--- src/rtl/complex_butterfly_pipe_param.sv ---
// Radix-2 DIT butterfly: dout1 = din3 + din1*W, dout2 = din3 - din1*W.
// Pipeline: S1 products, optional S1b delay, S2 twiddle sum, S3 scale/saturate.
module complex_butterfly_pipe_param #(
   parameter int unsigned IWL1     = 16,
   parameter int unsigned IWL2     = 16,
   parameter int unsigned OWL      = 16,
   parameter int unsigned MUL_PIPE = 1
) (
   input  logic                   clk,
   input  logic                   rst,
   input  logic                   ce,
   input  logic                   strb_in,
   input  logic                   inv,
   input  logic [1:0]             scale_mode,
   input  logic signed [IWL1-1:0] din1_re,
   input  logic signed [IWL1-1:0] din1_im,
   input  logic signed [IWL2-1:0] din2_re,
   input  logic signed [IWL2-1:0] din2_im,
   input  logic signed [IWL1-1:0] din3_re,
   input  logic signed [IWL1-1:0] din3_im,
   output logic signed [OWL-1:0]  dout1_re,
   output logic signed [OWL-1:0]  dout1_im,
   output logic signed [OWL-1:0]  dout2_re,
   output logic signed [OWL-1:0]  dout2_im,
   output logic                   strb_out,
   output logic                   ovf_out,
   output logic                   ovf_sticky,
   input  logic                   ovf_clr
);
   localparam int unsigned PW   = IWL1 + IWL2;
   localparam int unsigned SW   = PW + 1;
   localparam int unsigned TW   = IWL1 + 2;
   localparam int unsigned AW   = IWL1 + 5;
   localparam int unsigned DROP = (OWL < IWL1) ? (IWL1 - OWL) : 32'd0;
   localparam int unsigned LIFT = (OWL > IWL1) ? (OWL - IWL1) : 32'd0;

   localparam logic signed [IWL2-1:0] W_MIN = {1'b1, {(IWL2-1){1'b0}}};
   localparam logic signed [IWL2-1:0] W_MAX = {1'b0, {(IWL2-1){1'b1}}};
   localparam logic signed [AW-1:0]   O_MAX = {{(AW-OWL+1){1'b0}}, {(OWL-1){1'b1}}};
   localparam logic signed [AW-1:0]   O_MIN = {{(AW-OWL+1){1'b1}}, {(OWL-1){1'b0}}};
   localparam logic signed [AW-1:0]   RND1  = AW'(1);
   localparam logic signed [AW-1:0]   RND2  = AW'(2);

   // S1 registers
   logic signed [PW-1:0]   p_rr_q, p_ii_q, p_ri_q, p_ir_q;
   logic signed [IWL1-1:0] d3r1_q, d3i1_q;
   logic [1:0]             sc1_q;
   logic                   v1_q;
   // Operands seen by S2 (after the optional delay stage)
   logic signed [PW-1:0]   p_rr_m, p_ii_m, p_ri_m, p_ir_m;
   logic signed [IWL1-1:0] d3r_m, d3i_m;
   logic [1:0]             sc_m;
   logic                   v_m;
   // S2 registers
   logic signed [TW-1:0]   t_re_q, t_im_q;
   logic signed [IWL1-1:0] d3r2_q, d3i2_q;
   logic [1:0]             sc2_q;
   logic                   v2_q;
   // S3 / output registers
   logic signed [OWL-1:0]  d1r_q, d1i_q, d2r_q, d2i_q;
   logic                   strb_q, ovf_q, sticky_q;

   // Twiddle conjugation (saturating negate) and the four partial products
   logic signed [IWL2-1:0] w_im_c;
   logic signed [PW-1:0]   p_rr_d, p_ii_d, p_ri_d, p_ir_d;
   always_comb begin
      w_im_c = din2_im;
      if (inv) w_im_c = (din2_im == W_MIN) ? W_MAX : -din2_im;
      p_rr_d = PW'(din1_re) * PW'(din2_re);
      p_ii_d = PW'(din1_im) * PW'(w_im_c);
      p_ri_d = PW'(din1_re) * PW'(w_im_c);
      p_ir_d = PW'(din1_im) * PW'(din2_re);
   end

   // S1: register products with aligned din3, scale and valid
   always_ff @(posedge clk) begin
      if (!rst) begin
         p_rr_q <= '0; p_ii_q <= '0; p_ri_q <= '0; p_ir_q <= '0;
         d3r1_q <= '0; d3i1_q <= '0; sc1_q <= '0; v1_q <= 1'b0;
      end else if (ce) begin
         p_rr_q <= p_rr_d; p_ii_q <= p_ii_d; p_ri_q <= p_ri_d; p_ir_q <= p_ir_d;
         d3r1_q <= din3_re; d3i1_q <= din3_im; sc1_q <= scale_mode; v1_q <= strb_in;
      end
   end

   if (MUL_PIPE != 0) begin : g_mpipe
      logic signed [PW-1:0]   p_rr_b_q, p_ii_b_q, p_ri_b_q, p_ir_b_q;
      logic signed [IWL1-1:0] d3r_b_q, d3i_b_q;
      logic [1:0]             sc_b_q;
      logic                   v_b_q;
      // S1b: pure delay of every S1 register
      always_ff @(posedge clk) begin
         if (!rst) begin
            p_rr_b_q <= '0; p_ii_b_q <= '0; p_ri_b_q <= '0; p_ir_b_q <= '0;
            d3r_b_q <= '0; d3i_b_q <= '0; sc_b_q <= '0; v_b_q <= 1'b0;
         end else if (ce) begin
            p_rr_b_q <= p_rr_q; p_ii_b_q <= p_ii_q; p_ri_b_q <= p_ri_q; p_ir_b_q <= p_ir_q;
            d3r_b_q <= d3r1_q; d3i_b_q <= d3i1_q; sc_b_q <= sc1_q; v_b_q <= v1_q;
         end
      end
      assign p_rr_m = p_rr_b_q; assign p_ii_m = p_ii_b_q;
      assign p_ri_m = p_ri_b_q; assign p_ir_m = p_ir_b_q;
      assign d3r_m = d3r_b_q; assign d3i_m = d3i_b_q;
      assign sc_m = sc_b_q; assign v_m = v_b_q;
   end else begin : g_nopipe
      assign p_rr_m = p_rr_q; assign p_ii_m = p_ii_q;
      assign p_ri_m = p_ri_q; assign p_ir_m = p_ir_q;
      assign d3r_m = d3r1_q; assign d3i_m = d3i1_q;
      assign sc_m = sc1_q; assign v_m = v1_q;
   end

   // S2 arithmetic: complex product, arithmetic floor shift back to data scale
   logic signed [SW-1:0] t_re_w, t_im_w;
   logic signed [TW-1:0] t_re_d, t_im_d;
   always_comb begin
      t_re_w = (SW'(p_rr_m) - SW'(p_ii_m)) >>> (IWL2 - 1);
      t_im_w = (SW'(p_ri_m) + SW'(p_ir_m)) >>> (IWL2 - 1);
      t_re_d = TW'(t_re_w);
      t_im_d = TW'(t_im_w);
   end

   // S2: register twiddled product alongside delayed din3
   always_ff @(posedge clk) begin
      if (!rst) begin
         t_re_q <= '0; t_im_q <= '0; d3r2_q <= '0; d3i2_q <= '0;
         sc2_q <= '0; v2_q <= 1'b0;
      end else if (ce) begin
         t_re_q <= t_re_d; t_im_q <= t_im_d; d3r2_q <= d3r_m; d3i2_q <= d3i_m;
         sc2_q <= sc_m; v2_q <= v_m;
      end
   end

   // One output leg: round-half-up scale, align to OWL, saturate; MSB of result is overflow
   function automatic logic [OWL:0] leg(input logic signed [AW-1:0] s, input logic [1:0] sc);
      logic signed [AW-1:0] r;
      logic signed [AW-1:0] a;
      logic                 hi, lo;
      case (sc)
         2'd0:    r = s;
         2'd1:    r = (s + RND1) >>> 1;
         default: r = (s + RND2) >>> 2;
      endcase
      a  = (r >>> DROP) <<< LIFT;
      hi = (a > O_MAX);
      lo = (a < O_MIN);
      if (hi)      leg = {1'b1, OWL'(O_MAX)};
      else if (lo) leg = {1'b1, OWL'(O_MIN)};
      else         leg = {1'b0, OWL'(a)};
   endfunction

   // S3 arithmetic: butterfly sums at extended width, then per-leg scaling
   logic signed [AW-1:0] s1r_w, s1i_w, s2r_w, s2i_w;
   logic [OWL:0]         l1r_d, l1i_d, l2r_d, l2i_d;
   always_comb begin
      s1r_w = AW'(d3r2_q) + AW'(t_re_q);
      s1i_w = AW'(d3i2_q) + AW'(t_im_q);
      s2r_w = AW'(d3r2_q) - AW'(t_re_q);
      s2i_w = AW'(d3i2_q) - AW'(t_im_q);
      l1r_d = leg(s1r_w, sc2_q);
      l1i_d = leg(s1i_w, sc2_q);
      l2r_d = leg(s2r_w, sc2_q);
      l2i_d = leg(s2i_w, sc2_q);
   end

   // S3: outputs load only for valid samples; strobe is valid & ce, so each result flags once
   always_ff @(posedge clk) begin
      if (!rst) begin
         d1r_q <= '0; d1i_q <= '0; d2r_q <= '0; d2i_q <= '0;
         strb_q <= 1'b0; ovf_q <= 1'b0; sticky_q <= 1'b0;
      end else begin
         strb_q <= ce & v2_q;
         if (ce && v2_q) begin
            d1r_q <= l1r_d[OWL-1:0]; d1i_q <= l1i_d[OWL-1:0];
            d2r_q <= l2r_d[OWL-1:0]; d2i_q <= l2i_d[OWL-1:0];
            ovf_q <= l1r_d[OWL] | l1i_d[OWL] | l2r_d[OWL] | l2i_d[OWL];
         end
         sticky_q <= (strb_q & ovf_q) | (sticky_q & ~ovf_clr);
      end
   end

   assign dout1_re   = d1r_q;
   assign dout1_im   = d1i_q;
   assign dout2_re   = d2r_q;
   assign dout2_im   = d2i_q;
   assign strb_out   = strb_q;
   assign ovf_out    = ovf_q;
   assign ovf_sticky = sticky_q;
endmodule

--- config.mk ---
export PLATFORM = sky130hd
export DESIGN_NAME = complex_butterfly_pipe_param
export DESIGN_NICKNAME = d
export VERILOG_FILES = /design/src/rtl/complex_butterfly_pipe_param.sv
export SDC_FILE = /design/constraint.sdc
export NUM_CORES = 2
export LEC_CHECK = 0
export CORE_ASPECT_RATIO = 0.6
export CORE_MARGIN = 2
export CORE_UTILIZATION = 50
export CTS_CLUSTER_DIAMETER = 100
export DETAILED_ROUTE_END_ITERATION = 6
export MAX_ROUTING_LAYER = met4
export PLACE_DENSITY = 0.67
export SLEW_MARGIN = 25
export SYNTH_ARGS = -nofsm -noshare
export SYNTH_HDL_FRONTEND = slang
export SYNTH_SLANG_ARGS = --single-unit
export TNS_END_PERCENT = 50
--- constraint.sdc ---
create_clock -name clk -period 12.4 [get_ports clk]
set_clock_uncertainty 0.05 [all_clocks]
set_input_delay 1.86 -clock clk [delete_from_list [all_inputs] [get_ports clk]]
set_output_delay 1.86 -clock clk [all_outputs]
set_load 0.02 [all_outputs]
==> results.rst <==
.. list-table::
   :header-rows: 1

   * - Metric
     - Value
   * - Vias
     - 51.47k
   * - CTS clk-pin slew, worst paths
     - 0.07 ns
   * - Post_cts resized
     - 0
   * - Number of search-and-repair iterations in the first detailed-routing pass
     - 7
   * - Post-synthesis register bit count
     - around 460
   * - Worst min-delay path class
     - reg -> reg
   * - Minimum period implied by the final worst setup slack
     - 11.94 ns
   * - Count of flip-flops with a built-in enable after synthesis
     - 0
   * - Count of unique library cells instantiated by Yosys
     - 98
   * - Count of input and output buffers
     - 170
   * - Most common flop cell mapped by yosys
     - sky130_fd_sc_hd__dfxtp_1
   * - All-Layer GR Usage
     - between 20% and 30%
   * - Slowest cell on the critical path
     - sky130_fd_sc_hd__fa_1
   * - Number of setup violations in the final report
     - 0
   * - Max-capacitance violation count
     - 0
   * - Remaining global-route overflow
     - 0
   * - Maximum number of pins on one net before global-route repair
     - about 140
   * - Vertical die dimension
     - ~290 um
   * - CP Capture Type
     - flop
   * - Area used by sequential logic in the layout
     - around 9300 um^2
   * - Final weighted congestion in routability-driven placement
     - roughly 0.93
   * - Total Negative Setup Slacks
     - 0 ns
   * - WL final
     - between 150000 and 200000 um
   * - Hpwl dp
     - 145400 um
   * - Cell count after synthesis
     - about 7.6k
   * - Top cell type by total area after synthesis
     - sky130_fd_sc_hd__fa_1
   * - TritonCTS clock tree
     - yes
   * - Detailed-route vias per instance
     - roughly 5.5
   * - Classification of the worst setup path
     - in -> reg
   * - Startpoint class of the critical path
     - input port
   * - Syn-to-layout area delta
     - 7.244%
   * - Transition time at the pin with the least slew margin
     - 1.157 ns
   * - Total count of hold-check failures in the final report
     - 0
   * - Dominant cells by area after synthesis
     - sky130_fd_sc_hd__fa_1, sky130_fd_sc_hd__dfxtp_1, sky130_fd_sc_hd__ha_1
   * - Max stage delay on crit path
     - a little under 0.6 ns
   * - Commonest non-fill, non-tap cell in the layout
     - sky130_fd_sc_hd__inv_1
   * - Summed instance area of the synthesized netlist
     - roughly 67000 um^2
   * - Number of clock buffers inserted by TritonCTS
     - 44
   * - Initial antenna violation count
     - 2
   * - Crit path required time
     - 12.83 ns
   * - Setup bufs post-CTS
     - 0
   * - Die X
     - approximately 480 um
   * - Peak fanout along the critical path
     - 15
   * - DRC violation count after routing
     - 7
   * - RSZ-0062 raised after global routing
     - no
   * - Critical Path AT
     - 12.37 ns
   * - Fraction of synthesis flops using an asynchronous set or reset pin
     - 0%
   * - Number of nets with antenna violations after routing
     - 0
   * - Ratio of cells with drive above 1 in the final layout
     - 3.835%
   * - First-pass GRT wire length
     - about 300000 um
   * - Count of fill cells added during filler insertion
     - ~12k
   * - Mean instance size in the synthesized netlist
     - 8.798 um^2
   * - Part of the cycle the worst path needs
     - between 90 and 100%
   * - Number of hold-repair buffers added at the cts stage
     - 0
   * - Initial core utilization
     - between 50 and 60%
   * - Status
     - finished with violations
   * - Std cell rows
     - around 100
   * - Violations in the final reports
     - design-rule violations
   * - Clock latency on the worst-skew pair
     - about 0.62 ns
   * - Share of the synthesized area in the top cell type
     - between 30% and 40%
   * - Post-detailed-route wirelength per cell
     - 19.63 um
   * - Clock tree sinks
     - between 400 and 500
   * - Slew margin rel.
     - a little under a quarter
   * - Core Area
     - ~130000 um^2
   * - Achievable clock frequency
     - approximately 0.084 GHz
   * - Via count of the first global-routing pass
     - roughly 51k
   * - Total number of nets in the final design
     - between 9k and 10k
   * - Clock Tree Root
     - sky130_fd_sc_hd__clkbuf_16
   * - Portion of the post-synthesis area used by sequential elements
     - 13.90%
   * - Max-slew violation count
     - 0
   * - Number of DRC markers after the initial detailed-route iteration
     - between 4k and 5k
   * - Leading cell types in the layout, fill and taps excluded
     - sky130_fd_sc_hd__inv_1, sky130_fd_sc_hd__fa_1, sky130_fd_sc_hd__nand2_1
   * - Number of buffers on the longest clock path
     - 3
   * - Die footprint
     - approximately 140000 um^2
   * - I/O pin count
     - about 170
   * - Syn nets
     - between 9k and 10k
   * - Synthesis Warnings
     - 0
   * - Total area of multi-input combinational cells
     - between 50000 and 60000 um^2
   * - H-Tree Depth
     - 2
-- area by class of cell --
class | count | area share [%]
Sequential cell | 464 | 12.97
Tap cell | 1785 | 3.116
Multi-Input combinational cell | 5407 | 71.28
Clock buffer | 58 | 1.767
Timing Repair Buffer | 277 | 3.481
Antenna cell | 3 | 0.01047
Clock inverter | 20 | 0.3841
Inverter | 1336 | 6.997
-- through the flow --
step	utilization (%)	instance area, um^2	hold WS, ns	worst slack, ns	cells
floorplan	-	66830	0.3696	1.045	7596
detailed placement	53.09	70130	0.3961	-0.04071	9269
finish	54.26	71670	0.4095	0.4636	9350
CTS	54.26	71680	0.4124	0.6093	9347
global placement	53.10	70140	0.3938	0.06473	9269
global route	54.25	71660	0.4419	0.08223	9348
-- synthesized netlist by cell type (31+ instances only) --
| cell | count |
|---|---|
| sky130_fd_sc_hd__o21a_1 | 31 |
| sky130_fd_sc_hd__a211oi_1 | 50 |
| sky130_fd_sc_hd__ha_1 | 471 |
| sky130_fd_sc_hd__and2_1 | 451 |
| sky130_fd_sc_hd__buf_1 | 39 |
| sky130_fd_sc_hd__nor2_1 | 228 |
| sky130_fd_sc_hd__mux2i_1 | 327 |
| sky130_fd_sc_hd__xnor2_1 | 221 |
| sky130_fd_sc_hd__xor2_1 | 60 |
| sky130_fd_sc_hd__a21oi_1 | 285 |
| sky130_fd_sc_hd__o211ai_1 | 31 |
| sky130_fd_sc_hd__dfxtp_1 | 464 |
| sky130_fd_sc_hd__nand2_1 | 771 |
| sky130_fd_sc_hd__nand2b_1 | 61 |
| sky130_fd_sc_hd__a31oi_1 | 32 |
| sky130_fd_sc_hd__clkbuf_1 | 325 |
| sky130_fd_sc_hd__nand3_1 | 59 |
| sky130_fd_sc_hd__a21o_1 | 84 |
| sky130_fd_sc_hd__nor2b_1 | 403 |
| sky130_fd_sc_hd__or3_1 | 44 |
| sky130_fd_sc_hd__fa_1 | 1052 |
| sky130_fd_sc_hd__inv_1 | 1333 |
| sky130_fd_sc_hd__o21ai_0 | 252 |
| sky130_fd_sc_hd__nor3_1 | 61 |
-- critical path, delay by kind of cell --
kind | cells | cell delay [ns]
and+or+nand+nor | 10 | 3.21
AOI/OAI and AO/OA | 11 | 2.48
buffers and inverters | 9 | 1.09
xor gates and xnor gates | 1 | 0.16
adders and majority gates | 8 | 3.57
-- layer usage --
metal | wire length, um | vias up | GRT usage, %
met1 | 90410 | 25600 | 44.55
met4 | 3003 | 0 | 3.825
met3 | 16380 | 183 | 4.659
met2 | 73700 | 1924 | 37.53
li1 | - | 23760 | -
met5 | 0 | - | -
-- logic make-up after synthesis --
kind of cell	count (synthesis)	share of synthesized area, %
muxes	330	4.948
buffers and inverters	1725	9.779
AOI/OAI and AO/OA	1031	10.09
xor gates and xnor gates	281	3.683
and+or+nand+nor	2242	17.27
adders and majority gates	1523	40.33
DFF	464	13.90
-- sequential cells by signal, summed over array words and instances (netlist names), 18 cells and up --
signal,count
g_mpipe.p_ii_b_q,32
g_mpipe.p_ir_b_q,32
g_mpipe.p_ri_b_q,32
g_mpipe.p_rr_b_q,32
p_ii_q,32
p_ir_q,32
p_ri_q,32
p_rr_q,32
t_im_q,18
t_re_q,18
-- worst paths after layout --
check	from	to	slack (ns)	cells past startpoint
min reg2reg	p_ii_q[22]$_SDFFE_PN0P_	p_ii_q[22]$_SDFFE_PN0P_	0.41	2
min	p_ii_q[22]$_SDFFE_PN0P_	p_ii_q[22]$_SDFFE_PN0P_	0.41	2
max	din2_im[1]	p_ii_q[31]$_SDFFE_PN0P_	0.46	39
max reg2reg	t_re_q[9]$_SDFFE_PN0P_	dout1_re[14]$_SDFFE_PN0P_	6.27	14
Power is left out: the tool's default activity adds up to more than one toggle a clock period on the data nets, which glitch-free logic cannot reach.
